`src/rtl/fsm_pkg.sv`:
```
// Shared definitions for the serial pattern detector.
// State encoding and its width, used by the detector top.
package fsm_pkg;

  localparam int ST_W = 2;

  typedef enum logic [ST_W-1:0] {
    ST_IDLE  = 2'b00,
    ST_FILL  = 2'b01,
    ST_ARMED = 2'b10,
    ST_HIT   = 2'b11
  } state_t;

endpackage

```
`src/rtl/sat_counter.sv`:
```
// Saturating up-counter with synchronous clear.
// Ports: clk, reset_n (async low), clr, inc, q (count).
module sat_counter #(
  parameter int W = 8
) (
  input  logic         clk,
  input  logic         reset_n,
  input  logic         clr,
  input  logic         inc,
  output logic [W-1:0] q
);

  localparam logic [W-1:0] MAX = '1;
  localparam logic [W-1:0] ONE = W'(1);

  // clr wins over a same-cycle increment
  always_ff @(posedge clk or negedge reset_n) begin
    if (!reset_n) begin
      q <= '0;
    end else if (clr) begin
      q <= '0;
    end else if (inc && (q != MAX)) begin
      q <= q + ONE;
    end
  end

endmodule

```
`src/rtl/fsm_seq_detect_param.sv`:
```
// Serial pattern detector: Mealy strobe, Moore strobe, hit counter.
// Ports: clk, reset_n, en, clr, din_valid, din, pattern, overlap,
//        mealy_hit, moore_hit, hit_count, state_dbg.
module fsm_seq_detect_param
  import fsm_pkg::*;
#(
  parameter int PAT_LEN = 4,
  parameter int CNT_W   = 8
) (
  input  logic               clk,
  input  logic               reset_n,
  input  logic               en,
  input  logic               clr,
  input  logic               din_valid,
  input  logic               din,
  input  logic [PAT_LEN-1:0] pattern,
  input  logic               overlap,
  output logic               mealy_hit,
  output logic               moore_hit,
  output logic [CNT_W-1:0]   hit_count,
  output logic [ST_W-1:0]    state_dbg
);

  localparam int FW = $clog2(PAT_LEN);
  localparam logic [FW-1:0] FILL_MAX = FW'(PAT_LEN - 1);
  localparam logic [FW-1:0] FILL_ONE = FW'(1);

  state_t state_q;
  state_t state_d;

  // Only the older PAT_LEN-1 bits are stored;
  // the newest bit is din itself.
  logic [PAT_LEN-2:0] win_q;
  logic [PAT_LEN-2:0] win_d;
  logic [PAT_LEN-1:0] win_sh;

  logic [FW-1:0] fill_q;
  logic [FW-1:0] fill_d;

  logic accept;
  logic full;

  assign accept = en & din_valid & ~clr;
  assign win_sh = {win_q, din};
  assign full   = (fill_q == FILL_MAX);

  assign mealy_hit = accept & full &
                     (win_sh == pattern);

  // Window / fill datapath
  always_comb begin
    win_d  = win_q;
    fill_d = fill_q;
    if (clr) begin
      win_d  = '0;
      fill_d = '0;
    end else if (accept) begin
      win_d = win_sh[PAT_LEN-2:0];
      if (mealy_hit) begin
        // overlap keeps the window armed;
        // otherwise a full new pattern is needed
        fill_d = overlap ? FILL_MAX : '0;
      end else if (!full) begin
        fill_d = fill_q + FILL_ONE;
      end
    end
  end

  // Next-state logic
  always_comb begin
    state_d = ST_FILL;
    if (clr) begin
      state_d = en ? ST_FILL : ST_IDLE;
    end else if (!en) begin
      state_d = ST_IDLE;
    end else if (mealy_hit) begin
      state_d = ST_HIT;
    end else if (fill_d == FILL_MAX) begin
      state_d = ST_ARMED;
    end else begin
      state_d = ST_FILL;
    end
  end

  // State register
  always_ff @(posedge clk or negedge reset_n) begin
    if (!reset_n) begin
      state_q <= ST_IDLE;
      win_q   <= '0;
      fill_q  <= '0;
    end else begin
      state_q <= state_d;
      win_q   <= win_d;
      fill_q  <= fill_d;
    end
  end

  // Output logic
  assign moore_hit = (state_q == ST_HIT);
  assign state_dbg = state_q;

  sat_counter #(
    .W(CNT_W)
  ) u_cnt (
    .clk    (clk),
    .reset_n(reset_n),
    .clr    (clr),
    .inc    (mealy_hit),
    .q      (hit_count)
  );

endmodule

```
`config.mk`:
```
export PLATFORM = sky130hd
export DESIGN_NAME = fsm_seq_detect_param
export DESIGN_NICKNAME = d
export VERILOG_FILES = /design/src/rtl/fsm_pkg.sv /design/src/rtl/sat_counter.sv /design/src/rtl/fsm_seq_detect_param.sv
export SDC_FILE = /design/constraint.sdc
export NUM_CORES = 1
export LEC_CHECK = 0
export BUFFER_PORTS_ARGS = -buffer_cell sky130_fd_sc_hd__clkbuf_2
export CAP_MARGIN = 20
export CORE_ASPECT_RATIO = 1.75
export CORE_MARGIN = 10
export CORE_UTILIZATION = 35
export DETAILED_ROUTE_END_ITERATION = 8
export PLACE_DENSITY_LB_ADDON = 0.2
export SETUP_SLACK_MARGIN = 0.4
export SYNTH_ARGS = -nofsm -noshare
export SYNTH_HDL_FRONTEND = slang
export SYNTH_SLANG_ARGS = --single-unit
```
`constraint.sdc`:
```
create_clock -name clk -period 2.85 [get_ports clk]
set_clock_uncertainty 0.2 [all_clocks]
set_input_delay 0.1425 -clock clk [delete_from_list [all_inputs] [get_ports clk]]
set_output_delay 0.1425 -clock clk [all_outputs]
set_load 0.01 [all_outputs]
```
# Word level (Yosys, flattened, before mapping)

Cells that the tools add are included.

Register bits after elaboration: 15
Bits of input ports: 11
Output and inout port bits: 12
Word-level logic and storage cells: 33

Add/sub/neg operators: 2
Eq/ne operators: 5
Muxes and demuxes: 14
Bitwise gates (word level): 5
Reduce and logical (&&, ||, !) cells: 3

Operators with widths:

| cell                                                          | number |
|---|---|
| 2-bit 2-to-1 mux                                              | 9 |
| 8-bit 2-to-1 mux                                              | 2 |
| 8-bit by 1-bit adder with 8-bit output, second input constant | 1 |
| 8-bit inequality test, second input constant                  | 1 |
| 2-bit equality test, second input constant                    | 3 |
| 3-bit 2-to-1 mux                                              | 2 |
| 1-bit bitwise AND                                             | 4 |
| 4-bit equality test                                           | 1 |
| 2-bit nonzero test                                            | 2 |
| 2-bit by 1-bit adder with 2-bit output, second input constant | 1 |
| 1-bit logical AND                                             | 1 |
| 1-bit 2-to-1 mux                                              | 1 |
| 1-bit NOT                                                     | 1 |

# Logic depth before layout (Yosys ltp)

Word-level depth: 12
Depth in mapped cells: 6
Mapped depth without buffers: 5

# By module

Synthesis repeated with hierarchy kept, for this count alone.

Cell total of the unflattened synthesis: 89
Area, all modules: 859.6 sq um

By module, submodules not included:

| module               | instances | cells each | area an instance (sq um) | seq. area each (sq um) |
|---|---|---|---|---|
| sat_counter          | 1         | 49         | 464.2                    | 200.2 |
| fsm_seq_detect_param | 1         | 40         | 395.4                    | 175.2 |

# Least setup slack after synthesis

No wires, ideal clock.

Path type: flip-flop to flip-flop
Start point: reg u_cnt.q[0]
End point: reg u_cnt.q[6]
Library setup time: 0.128 ns
Arrival: 1.593 ns
Required time: 2.522 ns
Setup slack: 0.930 ns
Stages on the path, launching flop included: 7
Path buffers: 1
Period minus slack after synthesis: 1.920 ns
Cell sequence: dfrtp_1 ha_1 nand4_1 o2111ai_2 buf_6 nor4_1 mux2_1

Longest elaborated chain between the ends: 3
Elaborated cells on any way between the ends: 6
Classes of those cells: add/sub (1); eq/ne (1); mux (2); reduce/logical (2)

RTL lines:

| element                                                                         | line                                 | source |
|---|---|---|
| start, declared                                                                 | sat_counter.sv:10                    | `output logic [W-1:0] q` |
| start signal, assigned                                                          | sat_counter.sv:23                    | `q <= q + ONE;` |
| 8-bit by 1-bit adder with 8-bit output or 8-bit inequality test (tied branches) | sat_counter.sv:23, sat_counter.sv:22 |  |
| 8-bit 2-to-1 mux or 1-bit logical AND (tied branches)                           | sat_counter.sv:22                    | `end else if (inc && (q != MAX)) begin` |
| 8-bit 2-to-1 mux or 2-bit nonzero test (tied branches)                          | -                                    |  |

Parallel ways exist; a longest one is shown, timed or not. The select of a mux whose other input is x is not followed.
A chain may end at the register's enable or synchronous reset.

# Final worst setup path

Start point: in din
End point: reg u_cnt.q[6]

Longest elaborated chain between the ends: 4

RTL lines:

| element                             | line                       | source |
|---|---|---|
| start, declared                     | fsm_seq_detect_param.sv:15 | `input logic din,` |
| 4-bit equality test                 | fsm_seq_detect_param.sv:48 | `(win_sh == pattern);` |
| 1-bit bitwise AND                   | fsm_seq_detect_param.sv:47 | `assign mealy_hit = accept & full &` |
| 1-bit logical AND                   | sat_counter.sv:22          |  |
| 2-bit nonzero test (no source line) | -                          |  |

No other way between the ends.

==> impl_metrics.json <==
{
  "synthTopCellsByCount": "dfrtp_1 (15), a21oi_1 (11), nand2_1 (7), o31ai_1 (5), or4_1 (5)",
  "die-area_um2": 4810,
  "drt_wl_total_um": 2140,
  "p_switching_uw": 104,
  "max_cap_viol_count": 0,
  "routedWlPerCell_um": 15.5,
  "clkSinkCount": 15,
  "netlist_area_um2": 833,
  "clock_latency_ps": 250,
  "ctsRootBufferMaster": "clkbuf_8",
  "ir_drop_mv": 0.257,
  "grt_pass1_wl_um": 3650,
  "outcome": "finished clean",
  "period_share_pct": 79.7,
  "gp_congestion": 0.700,
  "cts_made_buffers": 3,
  "grt_pass1_vias": 798,
  "cellLeakagePower_uw": 0.000441,
  "clk_path_buf_depth": 2,
  "die_h_um": 84.5,
  "pwr-share-seq_pct": 50.8,
  "drt-vias-per-instance": 5.45,
  "drive_above_1_share_pct": 25.7,
  "post_cts_buffers": 0,
  "crit_type": "in2reg",
  "cts.clk_slew.worst_paths_ps": 60,
  "grt-ovfl-total": 0,
  "ys_seq_area_share_pct": 45.0,
  "hold_ws_ps": 33.3,
  "worst_ep_arrival_time_ps": 2210,
  "cp-start-kind": "primary input",
  "postCtsResizedCells": 0,
  "slowest_stage": "dlygate4sd3_1",
  "clockPowerShare_pct": 40.8,
  "synthArstFlopShare_pct": 100,
  "synthFlopType": "dfrtp_1",
  "cts_tree": "done",
  "nNetsFinal": 126,
  "setup_viol": 0,
  "crit_path_end_kind": "flip-flop",
  "port_buffers": 22,
  "yosysWarningCount": 0,
  "worst_pin_slew_ps": 553,
  "power.share.combinational_pct": 8.4,
  "n_antenna_cell": 0,
  "rows": 23,
  "first_pass_iters": 4,
  "hp-class": "in2reg",
  "antenna_found_initial": 0,
  "drv_slew": 0,
  "synth_edf_count": 0,
  "htree_num_levels": 1,
  "period_minus_slack_ps": 2270,
  "slowest_delay_ps": 530,
  "grt_max_degree": 18,
  "hold_viol_final": 0,
  "initial_core_util_pct": 36.7,
  "dp_hpwl_um": 1590,
  "drtIter0Drc": 7,
  "io_pins": 23,
  "path_max_fanout": 17,
  "ys_top_cells_by_area": "dfrtp_1 (45%), a21oi_1 (6.6%), o31ai_1 (4.5%)",
  "crit_required_ps": 2790,
  "remaining_drc_errors": 0,
  "gr-usage-all-layers_pct": 9.28,
  "syn2layout_area_growth_pct": 23.6,
  "core_area_um2": 2270,
  "yosysTopAreaCell": "dfrtp_1",
  "p_int_uw": 329,
  "fmax_mhz": 440,
  "powerDensity_nw_per_um2": 420,
  "ys_seq_elements": 15,
  "max-slew-margin-rel_pct": 63.0,
  "fin_cells": 138,
  "swShare_pct": 24.0,
  "synth_top_area_share_pct": 45.0,
  "num_vias": 752,
  "rsz0062_at_grt": "no",
  "cp_cell_sequence": "dlygate4sd3_1, clkbuf_2, xnor2_1, nand4_1, nor4_1, mux2_1",
  "syn_nets": 99,
  "ant_nets": 0,
  "ys_types": 29,
  "syn_inst": 87,
  "synth_most_common_cell": "dfrtp_1",
  "avgSynthCellArea_um2": 9.58,
  "dp_cells": 130,
  "setup_tns_ps": 0,
  "fp.dieW_um": 56.9
}
[area by class of cell]
class,count,area (µm²)
clock buffers,3,41.3
clock inverters,1,5.00
multi-input cells,65,415
inverters,3,11.3
fillers,235,1240
well taps,25,31.3
repair buffers,26,150
flip-flops and latches,15,375
[placed cells by master (no fill, tap or decap), types with 2 or more instances in the layout]
master and n:
a21oi_1 11, and2_1 2, clkbuf_2 22, clkbuf_8 3, dfrtp_1 15, dlygate4sd3_1 4
inv_1 3, nand2_1 7, nand3_1 4, nand4_1 4, nor2_1 3, nor2b_1 2
nor3_1 2, o21ai_0 3, o31ai_1 5, or3_1 2, or4_1 5, xnor2_1 4
[power by group through the flow]
stage / clock network (µW) / logic, µW / registers (µW)
floorplan: 0 / 16.9 / 223
global placement: 0 / 32.4 / 223
detailed placement: 0 / 33.3 / 224
CTS: 182 / 37.4 / 220
global route: 194 / 40.6 / 220
finish: 177 / 36.5 / 220
[state kept, by name (all words and copies together) (netlist names)]
| name | flops |
|---|---|
| fill_q | 2 |
| u_cnt.q | 8 |
| state_dbg | 2 |
| win_q | 3 |
[worst max-delay path: cells and delay by family]
family / cells / cell delay, ps
AND/OR/NAND/NOR: 2 / 930
multiplexers: 1 / 350
buffers and inverters: 2 / 640
XOR/XNOR: 1 / 130
[metal layers]
layer	vias to the layer above	routed length (µm)	track usage, %
li1	378	-	-
met1	348	824	9.08
met2	19	1110	15.7
met3	7	128	3.17
met4	0	79	6.44
met5	-	0	0
[worst paths after layout]
| check | startpoint | to | slack, ps | depth (start not counted) |
|---|---|---|---|---|
| max in group asynchronous | reset_n | u_cnt.q[5]$_DFFE_PN0P_ | 2020 | 2 |
| min in group asynchronous | reset_n | u_cnt.q[6]$_DFFE_PN0P_ | 150 | 2 |
| worst max register to register | win_q[1]$_DFFE_PN0P_ | u_cnt.q[6]$_DFFE_PN0P_ | 650 | 4 |
| worst min register to register | win_q[2]$_DFFE_PN0P_ | win_q[2]$_DFFE_PN0P_ | 350 | 2 |
| worst max-delay path | din | u_cnt.q[6]$_DFFE_PN0P_ | 580 | 6 |
| worst min-delay path | overlap | fill_q[1]$_DFF_PN0_ | 30 | 3 |
[kinds of logic (layout without fill, tap and decap cells)]
family	after synthesis	after routing	share of synthesized area, %
AO/OA/AOI/OAI	23	23	17.9
XOR/XNOR	4	4	4.20
adder cells (fa/ha/maj)	1	1	1.50
buffers and inverters	7	33	5.10
flip-flops	15	15	45.0
multiplexers	1	1	1.35
AND/OR/NAND/NOR	36	36	24.9
[metrics by stage]
stage | utilization, % | area, µm² | power (µW) | worst slack [ps]
finish | 45.3 | 1030 | 433 | 579
global placement | 41.5 | 943 | 256 | 758
detailed placement | 41.5 | 943 | 257 | 651
floorplan | - | 833 | 240 | 930
CTS | 45.3 | 1030 | 439 | 519
global route | 45.3 | 1030 | 454 | 401
[what timing repair did]
action / 4_1_cts / 5_1_grt
setup endpoints to repair: 0 / 1
hold buffers: 4 / 0
endpoints found under the hold margin: 18 / 0
(Power assumes the default switching activity.)
